**config.mk**
```make
export PLATFORM = sky130hd
export DESIGN_NAME = awb_gain_est_flat
export DESIGN_NICKNAME = d
export VERILOG_FILES = /design/src/rtl/awb_gain_est_pkg.sv /design/src/rtl/awb_gain_est_if.sv /design/src/rtl/awb_gain_est_div.sv /design/src/rtl/awb_gain_est.sv /design/src/flat_wrapper.sv
export SDC_FILE = /design/constraint.sdc
export NUM_CORES = 1
export LEC_CHECK = 0
export CELL_PAD_IN_SITES_DETAIL_PLACEMENT = 1
export CELL_PAD_IN_SITES_GLOBAL_PLACEMENT = 2
export CORE_ASPECT_RATIO = 0.9
export CORE_UTILIZATION = 42
export DETAILED_ROUTE_END_ITERATION = 10
export DONT_BUFFER_PORTS = 1
export PLACE_DENSITY_LB_ADDON = 0.1
export SLEW_MARGIN = 20
export SYNTH_ARGS = -nofsm -noshare
export SYNTH_HDL_FRONTEND = slang
export SYNTH_SLANG_ARGS = --single-unit
export TNS_END_PERCENT = 20
```
**constraint.sdc**
```tcl
create_clock -name clk -period 15.1 [get_ports clk]
set_input_delay 1.51 -clock clk [delete_from_list [all_inputs] [get_ports clk]]
set_output_delay 1.51 -clock clk [all_outputs]
set_load 0.01 [all_outputs]
```
**src/rtl/awb_gain_est_pkg.sv**
```systemverilog
`default_nettype none
// ============================================================================
// Module  : awb_pkg (package)
// Purpose : Shared types and constants for the gray-world AWB gain estimator:
//           Bayer colour codes, unity gain and the estimator FSM state type.
// Ports   : none (package)
// Revision: 1.0 - initial release
// ============================================================================
package awb_pkg;

  typedef logic [1:0] color_t;

  localparam color_t RED   = 2'd0;
  localparam color_t GREEN = 2'd1;
  localparam color_t BLUE  = 2'd2;

  localparam logic [15:0] UNITY_GAIN = 16'h0100;

  // One divide slot per AVG_*/DIV_* state, then a single update cycle.
  typedef enum logic [2:0] {
    S_ACC   = 3'd0,
    S_AVG_R = 3'd1,
    S_AVG_G = 3'd2,
    S_AVG_B = 3'd3,
    S_DIV_R = 3'd4,
    S_DIV_B = 3'd5,
    S_UPD   = 3'd6
  } state_t;

endpackage
`default_nettype wire

```
**src/rtl/awb_gain_est_if.sv**
```systemverilog
`default_nettype none
// ============================================================================
// Module  : awb_gain_est_if (interface)
// Purpose : Bayer pixel stream tapped by the AWB estimator.
// Ports   : valid_i  pixel valid
//           color_i  0=R 1=G 2=B 3=ignored
//           value_i  pixel value (PIX_W bits)
//           last_i   last pixel of frame, qualified by valid_i
//           modport master drives the stream, modport slave receives it.
// Revision: 1.0 - initial release
// ============================================================================
interface awb_gain_est_if
  import awb_pkg::*;
#(
  parameter int PIX_W = 8
);
  logic             valid_i;
  color_t           color_i;
  logic [PIX_W-1:0] value_i;
  logic             last_i;

  modport master (output valid_i, color_i, value_i, last_i);
  modport slave  (input  valid_i, color_i, value_i, last_i);
endinterface
`default_nettype wire

```
**src/rtl/awb_gain_est_div.sv**
```systemverilog
`default_nettype none
// ============================================================================
// Module  : awb_div
// Purpose : W-bit unsigned restoring divider, one quotient bit per cycle.
//           start loads num/den (1 cycle), then W iterations; done pulses in
//           the cycle after the last iteration with quot valid and held
//           until the next start. den=0 yields quot = all ones.
// Ports   : clk, rst_n (sync active-low), start, num, den -> done, quot
// Revision: 1.0 - initial release
// ============================================================================
module awb_div #(
  parameter int W = 28
) (
  input  wire logic         clk,
  input  wire logic         rst_n,
  input  wire logic         start,
  input  wire logic [W-1:0] num,
  input  wire logic [W-1:0] den,
  output logic              done,
  output logic [W-1:0]      quot
);
  localparam int IT_W = $clog2(W + 1);

  logic [W-1:0]    rem;
  logic [W-1:0]    den_q;
  logic [IT_W-1:0] iter;
  logic [W:0]      rem_sh;
  logic            take;

  // quot doubles as the dividend shift register; its MSB feeds the remainder.
  always_comb begin
    rem_sh = {rem, quot[W-1]};
    take   = (rem_sh >= {1'b0, den_q});
  end

  always_ff @(posedge clk) begin
    if (!rst_n) begin
      rem   <= '0;
      den_q <= '0;
      quot  <= '0;
      iter  <= '0;
      done  <= 1'b0;
    end else begin
      done <= 1'b0;
      if (start) begin
        rem   <= '0;
        quot  <= num;
        den_q <= den;
        iter  <= IT_W'(W);
      end else if (iter != '0) begin
        rem  <= take ? W'(rem_sh - {1'b0, den_q}) : rem_sh[W-1:0];
        quot <= {quot[W-2:0], take};
        iter <= iter - IT_W'(1);
        if (iter == IT_W'(1)) done <= 1'b1;
      end
    end
  end
endmodule
`default_nettype wire

```
**src/rtl/awb_gain_est.sv**
```systemverilog
`default_nettype none
// ============================================================================
// Module  : awb_gain_est
// Purpose : Gray-world AWB estimator. Accumulates per-channel sums/counts of
//           the Bayer stream, snapshots them at frame end, then computes
//           K_c = avg_G/avg_c in Q8.8 with one shared serial divider
//           (avg_R, avg_G, avg_B, q_R, q_B) and loads K_R/K_G/K_B atomically.
// Ports   : clk, rst_n (sync active-low); pix (awb_gain_est_if.slave);
//           K_R/K_G/K_B Q8.8 gains; valid_gain_o; gain_upd_o (1-cycle);
//           busy_o; overrun_o (1-cycle, frame end dropped while busy)
// Config  : AWB_GAIN_IIR_EN - IIR smoothing of the gains (shift IIR_SHIFT)
// Revision: 1.0 - initial release
// ============================================================================
module awb_gain_est
  import awb_pkg::*;
#(
  parameter int          PIX_W    = 8,
  parameter int          CNT_W    = 20,
  parameter int          SUM_W    = 28,
  parameter logic [15:0] GAIN_MAX = 16'h0FFF
`ifdef AWB_GAIN_IIR_EN
  ,
  parameter int          IIR_SHIFT = 2
`endif
) (
  input  wire logic       clk,
  input  wire logic       rst_n,
  awb_gain_est_if.slave   pix,
  output logic [15:0]     K_R,
  output logic [15:0]     K_G,
  output logic [15:0]     K_B,
  output logic            valid_gain_o,
  output logic            gain_upd_o,
  output logic            busy_o,
  output logic            overrun_o
);
  localparam int             SLOT_W    = $clog2(SUM_W + 1);
  localparam logic [SLOT_W-1:0] SLOT_LAST = SLOT_W'(SUM_W);

  logic [SUM_W-1:0] sum_acc [3], sum_nxt [3], snap_sum [3];
  logic [CNT_W-1:0] cnt_acc [3], cnt_nxt [3], snap_cnt [3];
  logic [SUM_W-1:0] avg_r, avg_g, avg_b, q_r;
  logic [SUM_W-1:0] div_num, div_den, div_quot;
  logic             div_start, div_done;
  logic             frame_end, busy;
  logic [15:0]      gain_r_new, gain_b_new;
  logic [SLOT_W-1:0] slot, slot_nxt;
  state_t           state, state_nxt;

  assign frame_end = pix.valid_i & pix.last_i;
  assign busy      = (state != S_ACC);
  assign busy_o    = busy;
  assign K_G       = UNITY_GAIN;

  function automatic logic [15:0] clamp_gain(input logic [SUM_W-1:0] q);
    if (q > SUM_W'(GAIN_MAX)) return GAIN_MAX;
    return q[15:0];
  endfunction

`ifdef AWB_GAIN_IIR_EN
  function automatic logic [15:0] iir_blend(input logic [15:0] cur,
                                            input logic [15:0] q,
                                            input logic        first);
    logic signed [16:0] diff, acc;
    if (first) return q;
    diff = $signed({1'b0, q}) - $signed({1'b0, cur});
    acc  = $signed({1'b0, cur}) + (diff >>> IIR_SHIFT);
    if (acc < 0) return '0;
    if (acc > $signed({1'b0, GAIN_MAX})) return GAIN_MAX;
    return acc[15:0];
  endfunction
`endif

  // Counts saturate at all-ones; the channel then freezes for the frame.
  always_comb begin
    for (int c = 0; c < 3; c++) begin
      sum_nxt[c] = sum_acc[c];
      cnt_nxt[c] = cnt_acc[c];
      if (pix.valid_i && pix.color_i == color_t'(c) && cnt_acc[c] != '1) begin
        sum_nxt[c] = sum_acc[c] + SUM_W'(pix.value_i);
        cnt_nxt[c] = cnt_acc[c] + CNT_W'(1);
      end
    end
  end

  // The frame-end pixel goes into the snapshot; accumulation restarts with no gap.
  always_ff @(posedge clk) begin
    if (!rst_n) begin
      for (int c = 0; c < 3; c++) begin
        sum_acc[c]  <= '0;
        cnt_acc[c]  <= '0;
        snap_sum[c] <= '0;
        snap_cnt[c] <= '0;
      end
      overrun_o <= 1'b0;
    end else begin
      overrun_o <= frame_end & busy;
      for (int c = 0; c < 3; c++) begin
        if (frame_end) begin
          sum_acc[c] <= '0;
          cnt_acc[c] <= '0;
          if (!busy) begin
            snap_sum[c] <= sum_nxt[c];
            snap_cnt[c] <= cnt_nxt[c];
          end
        end else begin
          sum_acc[c] <= sum_nxt[c];
          cnt_acc[c] <= cnt_nxt[c];
        end
      end
    end
  end

  always_ff @(posedge clk) begin
    if (!rst_n) begin
      state <= S_ACC;
      slot  <= '0;
    end else begin
      state <= state_nxt;
      slot  <= slot_nxt;
    end
  end

  // Each divide state lasts SUM_W+1 cycles: load on slot 0, iterate after.
  always_comb begin
    state_nxt = state;
    slot_nxt  = slot;
    div_start = 1'b0;
    div_num   = '0;
    div_den   = '0;
    case (state)
      S_ACC: begin
        slot_nxt = '0;
        if (frame_end) state_nxt = S_AVG_R;
      end
      S_UPD: state_nxt = S_ACC;
      default: begin
        div_start = (slot == '0);
        slot_nxt  = (slot == SLOT_LAST) ? '0 : slot + SLOT_W'(1);
        case (state)
          S_AVG_R: begin
            div_num = snap_sum[RED];
            div_den = SUM_W'(snap_cnt[RED]);
            if (slot == SLOT_LAST) state_nxt = S_AVG_G;
          end
          S_AVG_G: begin
            div_num = snap_sum[GREEN];
            div_den = SUM_W'(snap_cnt[GREEN]);
            if (slot == SLOT_LAST) state_nxt = S_AVG_B;
          end
          S_AVG_B: begin
            div_num = snap_sum[BLUE];
            div_den = SUM_W'(snap_cnt[BLUE]);
            if (slot == SLOT_LAST) state_nxt = S_DIV_R;
          end
          S_DIV_R: begin
            div_num = avg_g << 8;
            div_den = avg_r;
            if (slot == SLOT_LAST) state_nxt = S_DIV_B;
          end
          default: begin
            div_num = avg_g << 8;
            div_den = avg_b;
            if (slot == SLOT_LAST) state_nxt = S_UPD;
          end
        endcase
      end
    endcase
  end

  awb_div #(.W(SUM_W)) u_div (
    .clk   (clk),
    .rst_n (rst_n),
    .start (div_start),
    .num   (div_num),
    .den   (div_den),
    .done  (div_done),
    .quot  (div_quot)
  );

  // A divide completes in the first cycle of the following state, so the
  // result is filed by the state that is current when done pulses.
  always_ff @(posedge clk) begin
    if (!rst_n) begin
      avg_r <= '0;
      avg_g <= '0;
      avg_b <= '0;
      q_r   <= '0;
    end else if (div_done) begin
      case (state)
        S_AVG_G: avg_r <= (snap_cnt[RED]   == '0) ? '0 : div_quot;
        S_AVG_B: avg_g <= (snap_cnt[GREEN] == '0) ? '0 : div_quot;
        S_DIV_R: avg_b <= (snap_cnt[BLUE]  == '0) ? '0 : div_quot;
        S_DIV_B: q_r   <= div_quot;
        default: ;
      endcase
    end
  end

  // q_B is still sitting in the divider during UPD.
  always_comb begin
    gain_r_new = (avg_g == '0 || avg_r == '0) ? UNITY_GAIN : clamp_gain(q_r);
    gain_b_new = (avg_g == '0 || avg_b == '0) ? UNITY_GAIN : clamp_gain(div_quot);
  end

  always_ff @(posedge clk) begin
    if (!rst_n) begin
      K_R          <= UNITY_GAIN;
      K_B          <= UNITY_GAIN;
      valid_gain_o <= 1'b0;
      gain_upd_o   <= 1'b0;
    end else begin
      gain_upd_o <= 1'b0;
      if (state == S_UPD) begin
`ifdef AWB_GAIN_IIR_EN
        K_R <= iir_blend(K_R, gain_r_new, ~valid_gain_o);
        K_B <= iir_blend(K_B, gain_b_new, ~valid_gain_o);
`else
        K_R <= gain_r_new;
        K_B <= gain_b_new;
`endif
        valid_gain_o <= 1'b1;
        gain_upd_o   <= 1'b1;
      end
    end
  end
endmodule
`default_nettype wire

```
**src/flat_wrapper.sv**
```systemverilog
// flat-port wrapper written by rule: the top's interface ports become plain ports
module awb_gain_est_flat import awb_pkg::*;
#(
  parameter int          PIX_W    = 8,
  parameter int          CNT_W    = 20,
  parameter int          SUM_W    = 28,
  parameter logic [15:0] GAIN_MAX = 16'h0FFF

)
  (clk, rst_n, K_R, K_G, K_B, valid_gain_o, gain_upd_o, busy_o, overrun_o, pix_valid_i, pix_color_i, pix_value_i, pix_last_i);
  awb_gain_est_if #(.PIX_W(PIX_W)) pix_i ();
  input  wire logic clk;
  input  wire logic rst_n;
  output logic [15:0] K_R;
  output logic [15:0] K_G;
  output logic [15:0] K_B;
  output logic valid_gain_o;
  output logic gain_upd_o;
  output logic busy_o;
  output logic overrun_o;
  input wire logic [$bits(pix_i.valid_i)-1:0] pix_valid_i;
  input wire logic [$bits(pix_i.color_i)-1:0] pix_color_i;
  input wire logic [$bits(pix_i.value_i)-1:0] pix_value_i;
  input wire logic [$bits(pix_i.last_i)-1:0] pix_last_i;
  assign pix_i.valid_i = pix_valid_i;
  assign pix_i.color_i = pix_color_i;
  assign pix_i.value_i = pix_value_i;
  assign pix_i.last_i = pix_last_i;
  awb_gain_est #(.PIX_W(PIX_W), .CNT_W(CNT_W), .SUM_W(SUM_W), .GAIN_MAX(GAIN_MAX)) u_core (.clk(clk), .rst_n(rst_n), .pix(pix_i), .K_R(K_R), .K_G(K_G), .K_B(K_B), .valid_gain_o(valid_gain_o), .gain_upd_o(gain_upd_o), .busy_o(busy_o), .overrun_o(overrun_o));
endmodule
```
==> summary.md, run 1 <==
| Metric | Value |
|---|---|
| Met2 usage | 40.4% |
| Via/cell ratio | 5.66 |
| Core Area | 63,100 um2 |
| Leading cell types by count after synthesis | nor2_1, nand2_1, edfxtp_1 |
| Nets | 2,957 |
| Yosys warning count | 0 |
| Post-synthesis cell count | 2,816 |
| Slew Limit Fails | 0 |
| Post-synth EDFFs | 288 |
| CP max FO | between 60 and 70 |
| Design Power | approximately 5200 uW |
| Register bit total from synthesis | 533 |
| Reg2reg start | u_core.state[0]$_SDFFE_PN0P_ |
| PD cells | between 150 and 200 nW/um2 |
| Fill count | 7,163 |
| Share of cells above drive strength 1 | 6.76% |
| Drt first-iter violations | 1,438 |
| Count of hold-fix buffers inserted at cts | 0 |
| Post-DRT Antenna Nets | 0 |
| GPL Wtd Cong | 0.824 |
| Clock Latency Late Sink | 0.63 ns |
| Routed len/inst | roughly 22 um |
| CTS clk-pin slew, worst paths | 0.06 ns |
| First-pass GRT wire length | approximately 130,000 um |
| RSZ-0062 raised after global routing | false |
| CTS tree | done |
| Vias in the first global route | 21,700 |
| Met3 usage | 2.84% |
| Max-slew headroom | 24.0% |
| Final hold vios | 0 |
| Clock tree sinks | 533 |
| Number of buffers added on ports | 0 |
| Ports | 66 |
| P&R area growth vs syn | 11.3% |
| Final setup fails | 0 |
| Leak pwr | between 0.01 and 0.015 uW |
| Run status | finished, final reports clean |
| Initial core utilization | about 43% |
| Synth Cell Area | about 27,000 um2 |
| Setup TNS | 0 ns |
| Cell with the most instances after synthesis | nor2_1 |
| Clock Path Buffers | 3 |
| Hold WC Path Type | flop to flop |
| CTS Root Cell | clkbuf_16 |
| Count of different cell masters after synthesis | 81 |
| Dominant cell type by area after synthesis | edfxtp_1 |
| Worst reg2reg path depth | 7 |
| Ys async rst share | 0% |
| Fin crit share | approximately 28% |
| Inserted Diodes | 0 |
| Number of setup buffers added after CTS | 0 |
| Min-Delay Endpoint | u_core.q_r[9]$_SDFFE_PN0P_ |
| Die area | between 60,000 and 70,000 um2 |
| Crit start category | flop |
| Flop2flop setup slack | 10.99 ns |
| CP Data Arrival Time | 2.64 ns |
| WS Path Type | flop to output pin |
| R2R Path End | u_core.snap_sum[0][16]$_SDFFCE_PN0P_ |
| Worst-Margin Slew | 1.14 ns |
| FP Rows | 87 |
| Cts repair resizes | 0 |
| FMAX | about 0.24 GHz |
| H-tree levels | 2 |
| GRT Total Usage | approximately a quarter |
| Detailed-router iteration count before antenna repair | 5 |
| Largest net degree at the start of global routing | 198 |
| Worst Hold Launch | u_core.q_r[9]$_SDFFE_PN0P_ |
| Final min period | 4.15 ns |
| Yosys top cell area share | 32.0% |
| Initial antenna violation count | 5 |
| Via count | 21,400 |
| Final WL | between 80,000 and 90,000 um |
| Drc violations | 0 |
| GRT met1 Usage | 35.0% |
| Main synth FF type | edfxtp_1 |
| Worst Path Required | 13.59 ns |
| Most Used Layer, Global Route | met2 |
| Post-synthesis area per instance | 9.61 um2 |
| Peak supply drop | around 120 uV |
| Die height | 243 um |
| Total CTS buffers | 57 |
| DPL Wire Length | 57,300 um |
| Register area share after synthesis | roughly half |
| Leftover overflow at the end of global routing | 0 |
| Hold path depth | 2 |
| Clk_skew | 0.0274 ns |
| Die W | 270 um |
| CP Capture Type | output pin |
| Largest cells by area after synthesis | edfxtp_1, dfxtp_1, nor2_1 |
| Max-cap viol count | 0 |
-- cell type report --
cell class	instances	area, um2	area share, %
Tap cell	845	1060	3.51
Timing Repair Buffer	25	188	0.624
Clock inverter	32	267	0.886
Multi-Input combinational cell	2187	13100	43.6
Inverter	76	285	0.948
Clock buffer	76	1630	5.41
Sequential cell	533	13600	45.0
-- per-layer routing --
metal | vias to the layer above | wire length (um)
met1 | 10800 | 38800
met3 | 102 | 3440
met5 | - | 46
met4 | 6 | 1540
met2 | 345 | 38300
li1 | 10100 | -
-- cells in the final DEF, fill, tap and decap left out, types with 10 or more instances in the layout --
master / instances
inv_1: 74
xnor2_1: 64
nand2b_1: 22
nand4_1: 43
a21o_1: 24
or3_1: 18
nor3b_1: 10
nor2_1: 360
nand3_1: 76
and4_1: 15
mux2_2: 31
ha_1: 59
clkinv_1: 11
nand2_1: 301
clkbuf_8: 11
edfxtp_1: 288
a21oi_1: 86
and2_1: 22
dfxtp_1: 242
o211ai_1: 49
o21ai_0: 143
xor2_1: 67
a22oi_1: 116
o21a_1: 10
conb_1: 160
a21boi_0: 54
mux2i_1: 60
nor2b_1: 99
nor3_1: 29
or2_2: 10
buf_4: 25
nor4_1: 64
and3_1: 57
clkbuf_16: 58
a311oi_1: 10
-- registers in the layout (all words and copies together) (netlist names), named ones only --
| signal | flops |
|---|---|
| u_core.state | 2 |
| u_core.u_div.quot | 28 |
| u_core.valid_gain_o | 1 |
| u_core.slot | 5 |
| u_core.q_r | 28 |
| u_core.overrun_o | 1 |
| u_core.u_div.den_q | 28 |
| u_core.u_div.rem | 28 |
| u_core.avg_r | 28 |
| u_core.avg_g | 28 |
| u_core.u_div.done | 1 |
| u_core.snap_sum | 84 |
| u_core.K_R | 16 |
| u_core.u_div.iter | 5 |
| u_core.avg_b | 28 |
| u_core.gain_upd_o | 1 |
| u_core.cnt_acc | 60 |
| u_core.K_B | 16 |
| u_core.snap_cnt | 60 |
| u_core.sum_acc | 84 |
-- power breakdown --
group / switching (uW) / total, uW / leakage (uW) / internal (uW)
logic: 1240 / 1880 / 0.00489 / 640
clock network: 614 / 1420 / 0.000927 / 811
registers: 212 / 1930 / 0.00499 / 1720
total: 2070 / 5240 / 0.0108 / 3170
-- stage by stage --
step	instance area [um2]	worst slack [ns]	utilization (%)	hold WS, ns	std cells
6_report	30100	10.95	47.7	0.469	3774
2_1_floorplan	27600	2.60	-	0.441	2974
3_5_place_dp	28200	10.46	44.7	0.459	3666
4_1_cts	30100	10.51	47.7	0.468	3774
3_3_place_gp	28200	10.48	44.7	0.453	3666
5_1_grt	30100	10.75	47.7	0.493	3774
-- logic make-up after synthesis --
kind of cell / share of synthesized area, %
flip-flops: 50.1
AND/OR/NAND/NOR: 20.6
adder cells (fa/ha/maj): 3.03
other: 0.0278
XOR/XNOR: 4.24
AO/OA/AOI/OAI: 14.6
multiplexers: 3.51
buffers and inverters: 3.88
-- worst max-delay path by stage --
stage	start	endpoint	slack [ns]	cells after the start
after floorplan	pix_last_i	u_core.snap_cnt[0][0]$_SDFFCE_PN0P_	2.60	2
after global placement	pix_value_i[0]	u_core.snap_sum[0][48]$_SDFFCE_PN0P_	10.48	11
after detailed placement	pix_value_i[0]	u_core.sum_acc[1][20]$_SDFFCE_PN0P_	10.46	11
after CTS	u_core.state[1]$_SDFFE_PN0P_	u_core.u_div.rem[22]$_SDFFE_PP0P_	10.51	7
after global routing	u_core.state[0]$_SDFFE_PN0P_	u_core.snap_sum[0][16]$_SDFFCE_PN0P_	10.75	7
final	u_core.state[0]$_SDFFE_PN0P_	busy_o	10.95	4
-- critical path: stages (launching register included) --
cell and delay, ns:
dfxtp_2 0.31, buf_4 0.56, or2_2 0.52, nor2_1 0.15, inv_2 0.44
Note: power is estimated with default switching activity, not from simulation.
==> run 2: changes to the inputs <==
--- a/config.mk
+++ b/config.mk
@@ -8,7 +8,7 @@
 export CELL_PAD_IN_SITES_DETAIL_PLACEMENT = 1
 export CELL_PAD_IN_SITES_GLOBAL_PLACEMENT = 2
 export CORE_ASPECT_RATIO = 0.9
-export CORE_UTILIZATION = 42
+export CORE_UTILIZATION = 38
 export DETAILED_ROUTE_END_ITERATION = 10
 export DONT_BUFFER_PORTS = 1
 export PLACE_DENSITY_LB_ADDON = 0.1
==> constraint.sdc (replaced) <==
create_clock -name clk -period 3.76 [get_ports clk]
set_input_delay 0.376 -clock clk [delete_from_list [all_inputs] [get_ports clk]]
set_output_delay 0.376 -clock clk [all_outputs]
set_load 0.01 [all_outputs]
==> run 2 against run 1 <==
Cell count rose by 3.4%; clock power rose to 4.3 times the previous value; utilization shrank 4.0 points; sequential share of layout area is 0.81 points lower; combinational power rose to 4.2 times the previous value; clock skew rose by 0.0015 ns; total power increased to 4.1 times the previous value; global-route usage fell by 0.96 points; via count rose by 1.1%; largest cell class unchanged.
==> summary.md, run 2 (synthesis results as in run 1) <==
| Metric | Value |
|---|---|
| Run status | finished, final reports clean |
| Setup TNS | 0 ns (unchanged) |
| CP Capture Type | flop |
| Max-cap viol count | 0 (unchanged) |
| Final hold vios | 0 (unchanged) |
| Met3 usage | 2.46% (-0.38 points) |
| Via/cell ratio | 5.53 (-2.2%) |
| Initial antenna violation count | 2 (-3) |
| RSZ-0062 raised after global routing | false |
| Nets | 2,989 (+1.1%) |
| Most frequent cells in the layout | nor2_1, nand2_1, edfxtp_1, dfxtp_1, conb_1 |
| Clock Path Buffers | 3 (unchanged) |
| Met2 usage | 39.2% (-1.3 points) |
| Routed len/inst | 22.3 um (+2.6%) |
| Worst Path Required | 4.13 ns (-9.46 ns) |
| Sequential Power Share | 35.7% (-1.2 points) |
| First-pass GRT wire length | 133,000 um (+4.2%) |
| Via count | 21,600 (+1.1%) |
| Peak supply drop | 536 uV (+360%) |
| Clock network fraction of design power | 28.0% (+0.8 points) |
| Number of buffers added on ports | 0 (unchanged) |
| P&R area growth vs syn | 13.3% |
| Die area | 72,300 um2 (+10%) |
| GRT Total Usage | 23.8% (-0.96 points) |
| CTS tree | done |
| PD cells | 709 nW/um2 (+310%) |
| Clk_skew | 0.0289 ns (+0.00148 ns) |
| Drt first-iter violations | 1,323 (-8.0%) |
| Design Power | 21,700 uW (+310%) |
| Clock Latency Late Sink | 0.65 ns (+0.02 ns) |
| Clock tree sinks | 533 (unchanged) |
| DP Worst Slack | 0.373 ns (-10.09 ns) |
| Fin crit share | ~90% |
| Post-DRT Antenna Nets | 0 (unchanged) |
| Final worst setup slack | 0.367 ns (-10.58 ns) |
| Count of hold-fix buffers inserted at cts | 4 (+4) |
| GPL Wtd Cong | 0.841 (+2.1%) |
| P_int | 13,100 uW (+310%) |
| DP Area | 28,500 um2 (+1.2%) |
| Final min period | 3.39 ns |
| CP Data Arrival Time | 3.76 ns (+1.12 ns) |
| H-tree levels | 2 (unchanged) |
| Ports | 66 (unchanged) |
| WS Path Type | flop to flop |
| Sw Ratio | 39.5% (about the same) |
| Utilization after layout | 43.6% (-4.0 points) |
| Core Area | 70,200 um2 (+11%) |
| Die height | 255 um (+5.1%) |
| FP Rows | 92 (+5.7%) |
| Initial core utilization | 38.5% (-4.3 points) |
| CTS clk-pin slew, worst paths | 0.06 ns (about the same) |
| Most common cell after layout, fill and taps aside | nor2_1 |
| Final setup fails | 0 (unchanged) |
| Gate power share | 36.3% (+0.3 points) |
| GRT met1 Usage | 33.2% (-1.8 points) |
| Worst Hold Launch | pix_value_i[0] |
| CP max FO | 10 (-84%) |
| Largest net degree at the start of global routing | 106 (-46%) |
| Most Used Layer, Global Route | met2 |
| Die W | 283 um (+5.1%) |
| Leftover overflow at the end of global routing | 0 (unchanged) |
| CTS Root Cell | clkbuf_16 |
| Top flop regs | u_core.snap_sum x84, u_core.sum_acc x84 |
| CP Launch Point | u_core.sum_acc[1][0]$_SDFFCE_PN0P_ |
| Final WL | 87,200 um (+6.2%) |
| Share of cells above drive strength 1 | 7.69% (+0.93 points) |
| Final instance area | 30,600 um2 (+1.8%) |
| DPL Wire Length | 59,900 um (+4.5%) |
| Total CTS buffers | 61 (+7.0%) |
| Crit start category | flop |
| Slew Limit Fails | 0 (unchanged) |
| Vias in the first global route | 22,000 (+1.4%) |
| Reg2reg start | u_core.sum_acc[1][0]$_SDFFCE_PN0P_ |
| FMAX | 0.295 GHz |
| Sw Pwr | 8580 uW (+310%) |
| Cts repair resizes | 0 (unchanged) |
| Number of setup buffers added after CTS | 0 (unchanged) |
| Worst-Margin Slew | 1.08 ns (-0.0585 ns) |
| Leak pwr | 0.0111 uW (+2.3%) |
| Drc violations | 0 (unchanged) |
| Detailed-router iteration count before antenna repair | 5 (unchanged) |
| Hold WC Path Type | input port to flop |
| Max-slew headroom | 27.9% (+3.9 points) |
==> run 2: per-stage QoR <==
step / std cells / hold slack [ns]
2_1_floorplan: 2974 / 0.441
3_3_place_gp: 3785 / 0.451
3_5_place_dp: 3785 / 0.458
4_1_cts: 3903 / 0.0898
5_1_grt: 3903 / 0.146
6_report: 3904 / 0.133
==> run 2: critical path: stages (launching register included) <==
cell and delay (ns):
edfxtp_1 0.39, ha_1 0.21, inv_1 0.07, fa_1 0.22, nor2b_1 0.07, o21ai_0 0.25
a21boi_0 0.17, o21ai_0 0.30, a21boi_0 0.18, o21ai_1 0.79, a21oi_1 0.27, mux2i_1 0.18
==> run 2: path summary, 6_finish.rpt <==
check | endpoint | slack [ns] | cells past startpoint
worst min-delay path | u_core.snap_sum[0][56]$_SDFFCE_PN0P_ | 0.13 | 3
worst min register to register | u_core.u_div.den_q[15]$_SDFFE_PN0P_ | 0.46 | 2
worst max register to register | u_core.snap_sum[0][44]$_SDFFCE_PN0P_ | 0.37 | 11
worst max-delay path | u_core.snap_sum[0][44]$_SDFFCE_PN0P_ | 0.37 | 11
==> run 2: metal layers <==
metal / up-vias / routed length, um
met4: 0 / 2070
li1: 10200 / -
met5: - / 0
met2: 387 / 40400
met3: 115 / 3390
met1: 11000 / 41400
==> run 2: final cells by class <==
class | count | area (um2)
fillers | 7916 | 39600
flip-flops and latches | 533 | 13600
multi-input cells | 2187 | 13100
clock buffers | 80 | 1710
well taps | 940 | 1180
repair buffers | 53 | 493
clock inverters | 34 | 318
inverters | 76 | 285
diodes | 1 | 2.50
==> run 2: power by group through the flow <==
stage               clock, uW  sequential (uW)  combinational (uW)
floorplan                   0             7430                5540
global placement            0             7850                7710
detailed placement          0             7870                7820
CTS                      6210             7750                7910
global route             6410             7820                8700
finish                   6080             7750                7890
==> run 3: changes to the inputs <==
--- a/config.mk
+++ b/config.mk
@@ -8,10 +8,12 @@
 export CELL_PAD_IN_SITES_DETAIL_PLACEMENT = 1
 export CELL_PAD_IN_SITES_GLOBAL_PLACEMENT = 2
 export CORE_ASPECT_RATIO = 0.9
+export CORE_MARGIN = 1.5
 export CORE_UTILIZATION = 38
 export DETAILED_ROUTE_END_ITERATION = 10
 export DONT_BUFFER_PORTS = 1
 export PLACE_DENSITY_LB_ADDON = 0.1
+export REMOVE_ABC_BUFFERS = 1
 export SLEW_MARGIN = 20
 export SYNTH_ARGS = -nofsm -noshare
 export SYNTH_HDL_FRONTEND = slang
==> run 3 against run 2 <==
Critical path depth fell by 1; sequential cell count did not move; final area decreased by 0.17%; largest cell class unchanged; largest power group is now registers.
==> summary.md, run 3 (synthesis results as in run 1) <==
| Metric | Value |
|---|---|
| Post-DRT Antenna Nets | 0 (unchanged) |
| Worst Path Required | 4.28 ns (+0.15 ns) |
| Via/cell ratio | 5.43 (-1.8%) |
| Via count | 21,200 (-2.0%) |
| Inserted Diodes | 0 (-1) |
| Most frequent cells in the layout | nor2_1, nand2_1, edfxtp_1, dfxtp_1, conb_1 |
| CTS tree | done |
| CP Data Arrival Time | 3.81 ns (+0.05 ns) |
| Crit start category | flop |
| P&R area growth vs syn | 13.1% |
| Final min period | 3.29 ns (-0.102 ns) |
| Setup TNS | 0 ns (unchanged) |
| Vias in the first global route | 21,700 (-1.2%) |
| DPL Wire Length | 59,400 um (-0.75%) |
| PD cells | 708 nW/um2 (-0.15%) |
| Drt first-iter violations | 1,430 (+8.1%) |
| FMAX | 0.304 GHz (+3.1%) |
| Top flop regs | u_core.snap_sum x84, u_core.sum_acc x84 |
| First-pass GRT wire length | 131,000 um (-1.8%) |
| Die height | 256 um (+0.39%) |
| WS Path Type | flop to flop |
| Area occupied by multi-input gates | 13,100 um2 (about the same) |
| Worst-Margin Slew | 0.963 ns (-0.119 ns) |
| CP max FO | 25 (+15) |
| Number of buffers added on ports | 0 (unchanged) |
| Crit path buffers/inverters | 1 (unchanged) |
| Slew Limit Fails | 0 (unchanged) |
| GPL Wtd Cong | 0.813 (-3.4%) |
| Fill count | 7,927 (+0.14%) |
| Share of cells above drive strength 1 | 7.61% (-0.088 points) |
| Hold WC Path Type | input port to flop |
| Routed len/inst | 21.8 um (-2.5%) |
| Reg2reg start | u_core.u_div.den_q[12]$_SDFFE_PN0P_ |
| Peak supply drop | 398 uV (-26%) |
| Leftover overflow at the end of global routing | 0 (unchanged) |
| Final WL | 84,900 um (-2.6%) |
| Die W | 284 um (+0.35%) |
| Max-slew headroom | 34.9% (+7.1 points) |
| Count of hold-fix buffers inserted at cts | 2 (-2) |
| Detailed-router iteration count before antenna repair | 5 (unchanged) |
| RSZ-0062 raised after global routing | false |
| FP Rows | 92 (unchanged) |
| Leak pwr | 0.0110 uW (-0.26%) |
| Worst Hold Launch | rst_n |
| Run status | finished, final reports clean |
| Ports | 66 (unchanged) |
| Most common cell after layout, fill and taps aside | nor2_1 |
| Total CTS buffers | 61 (unchanged) |
| Number of setup buffers added after CTS | 0 (unchanged) |
| Initial core utilization | 38.5% (unchanged) |
| Clock Path Buffers | 3 (unchanged) |
| DP Area | 28,500 um2 (about the same) |
| Initial antenna violation count | 4 (+2) |
| Largest net degree at the start of global routing | 190 (+79%) |
| Drc violations | 0 (unchanged) |
| Clock Latency Late Sink | 0.65 ns (about the same) |
| GRT Total Usage | 22.9% (-0.85 points) |
| CP Launch Point | u_core.u_div.den_q[12]$_SDFFE_PN0P_ |
| Core Area | 70,200 um2 (unchanged) |
| Nets | 2,986 (-0.10%) |
| Clk_skew | 0.0326 ns (+0.00372 ns) |
| Hold Slack | 0.0411 ns (-0.0919 ns) |
| Final hold vios | 0 (unchanged) |
| Final instance area | 30,600 um2 (-0.17%) |
| CP max-delay cell | nand2_2 |
| CP top delay family | compound AO/OA/AOI/OAI gates |
| Cts repair resizes | 0 (unchanged) |
| Cells along the critical path | inv_1 -> ha_1 -> a21oi_1 -> nor2_1 -> a211o_1 -> a211oi_1 -> nand4_1 -> nand2_2 -> nand2_1 -> a311oi_1 |
| Clock tree sinks | 533 (unchanged) |
| Max-cap viol count | 0 (unchanged) |
| Die area | 72,800 um2 (+0.75%) |
| CP Capture Type | flop |
| CP max stage delay | 0.59 ns (-0.20 ns) |
| Fin crit share | 87.5% (-2.7 points) |
| Final setup fails | 0 (unchanged) |
| CTS clk-pin slew, worst paths | 0.06 ns (about the same) |
| Design Power | 21,700 uW (-0.32%) |
| H-tree levels | 2 (unchanged) |
| Register area | 13,600 um2 (unchanged) |
| CTS Root Cell | clkbuf_16 |
run 3: through the flow:
step                utilization, %  worst slack, ns  std cells
floorplan                        -            -9.31       2796
global placement              40.6            0.410       3784
global route                  43.6            0.250       3898
detailed placement            40.6            0.357       3784
finish                        43.6            0.469       3898
CTS                           43.6            0.336       3898
run 3: per-layer routing:
metal  track usage, %  vias to the layer above  wire, um
li1                 -                    10200         -
met3             3.09                       87      3380
met4             5.20                        0      1590
met5                0                        -         0
met1             32.2                    10600     40600
met2             37.4                      349     39400
run 3: path summary, 6_finish.rpt:
| path | endpoint | slack (ns) | depth (start not counted) |
|---|---|---|---|
| setup / recovery | u_core.u_div.rem[3]$_SDFFE_PP0P_ | 0.47 | 10 |
| hold / removal | u_core.u_div.rem[21]$_SDFFE_PP0P_ | 0.04 | 2 |
| setup reg to reg | u_core.u_div.rem[3]$_SDFFE_PP0P_ | 0.47 | 10 |
| hold reg to reg | u_core.u_div.den_q[15]$_SDFFE_PN0P_ | 0.46 | 2 |
run 3: layout make-up:
type | count | share of cell area [%]
clock buffers | 84 | 5.60
clock inverters | 28 | 1.03
inverters | 76 | 0.932
multi-input cells | 2187 | 42.8
flip-flops and latches | 533 | 44.3
well taps | 940 | 3.84
repair buffers | 50 | 1.46
run 3: where the power goes:
part | switching, uW | internal (uW)
Combinational | 5050 | 2680
Clock | 2540 | 3590
Sequential | 891 | 6900
Total | 8480 | 13200
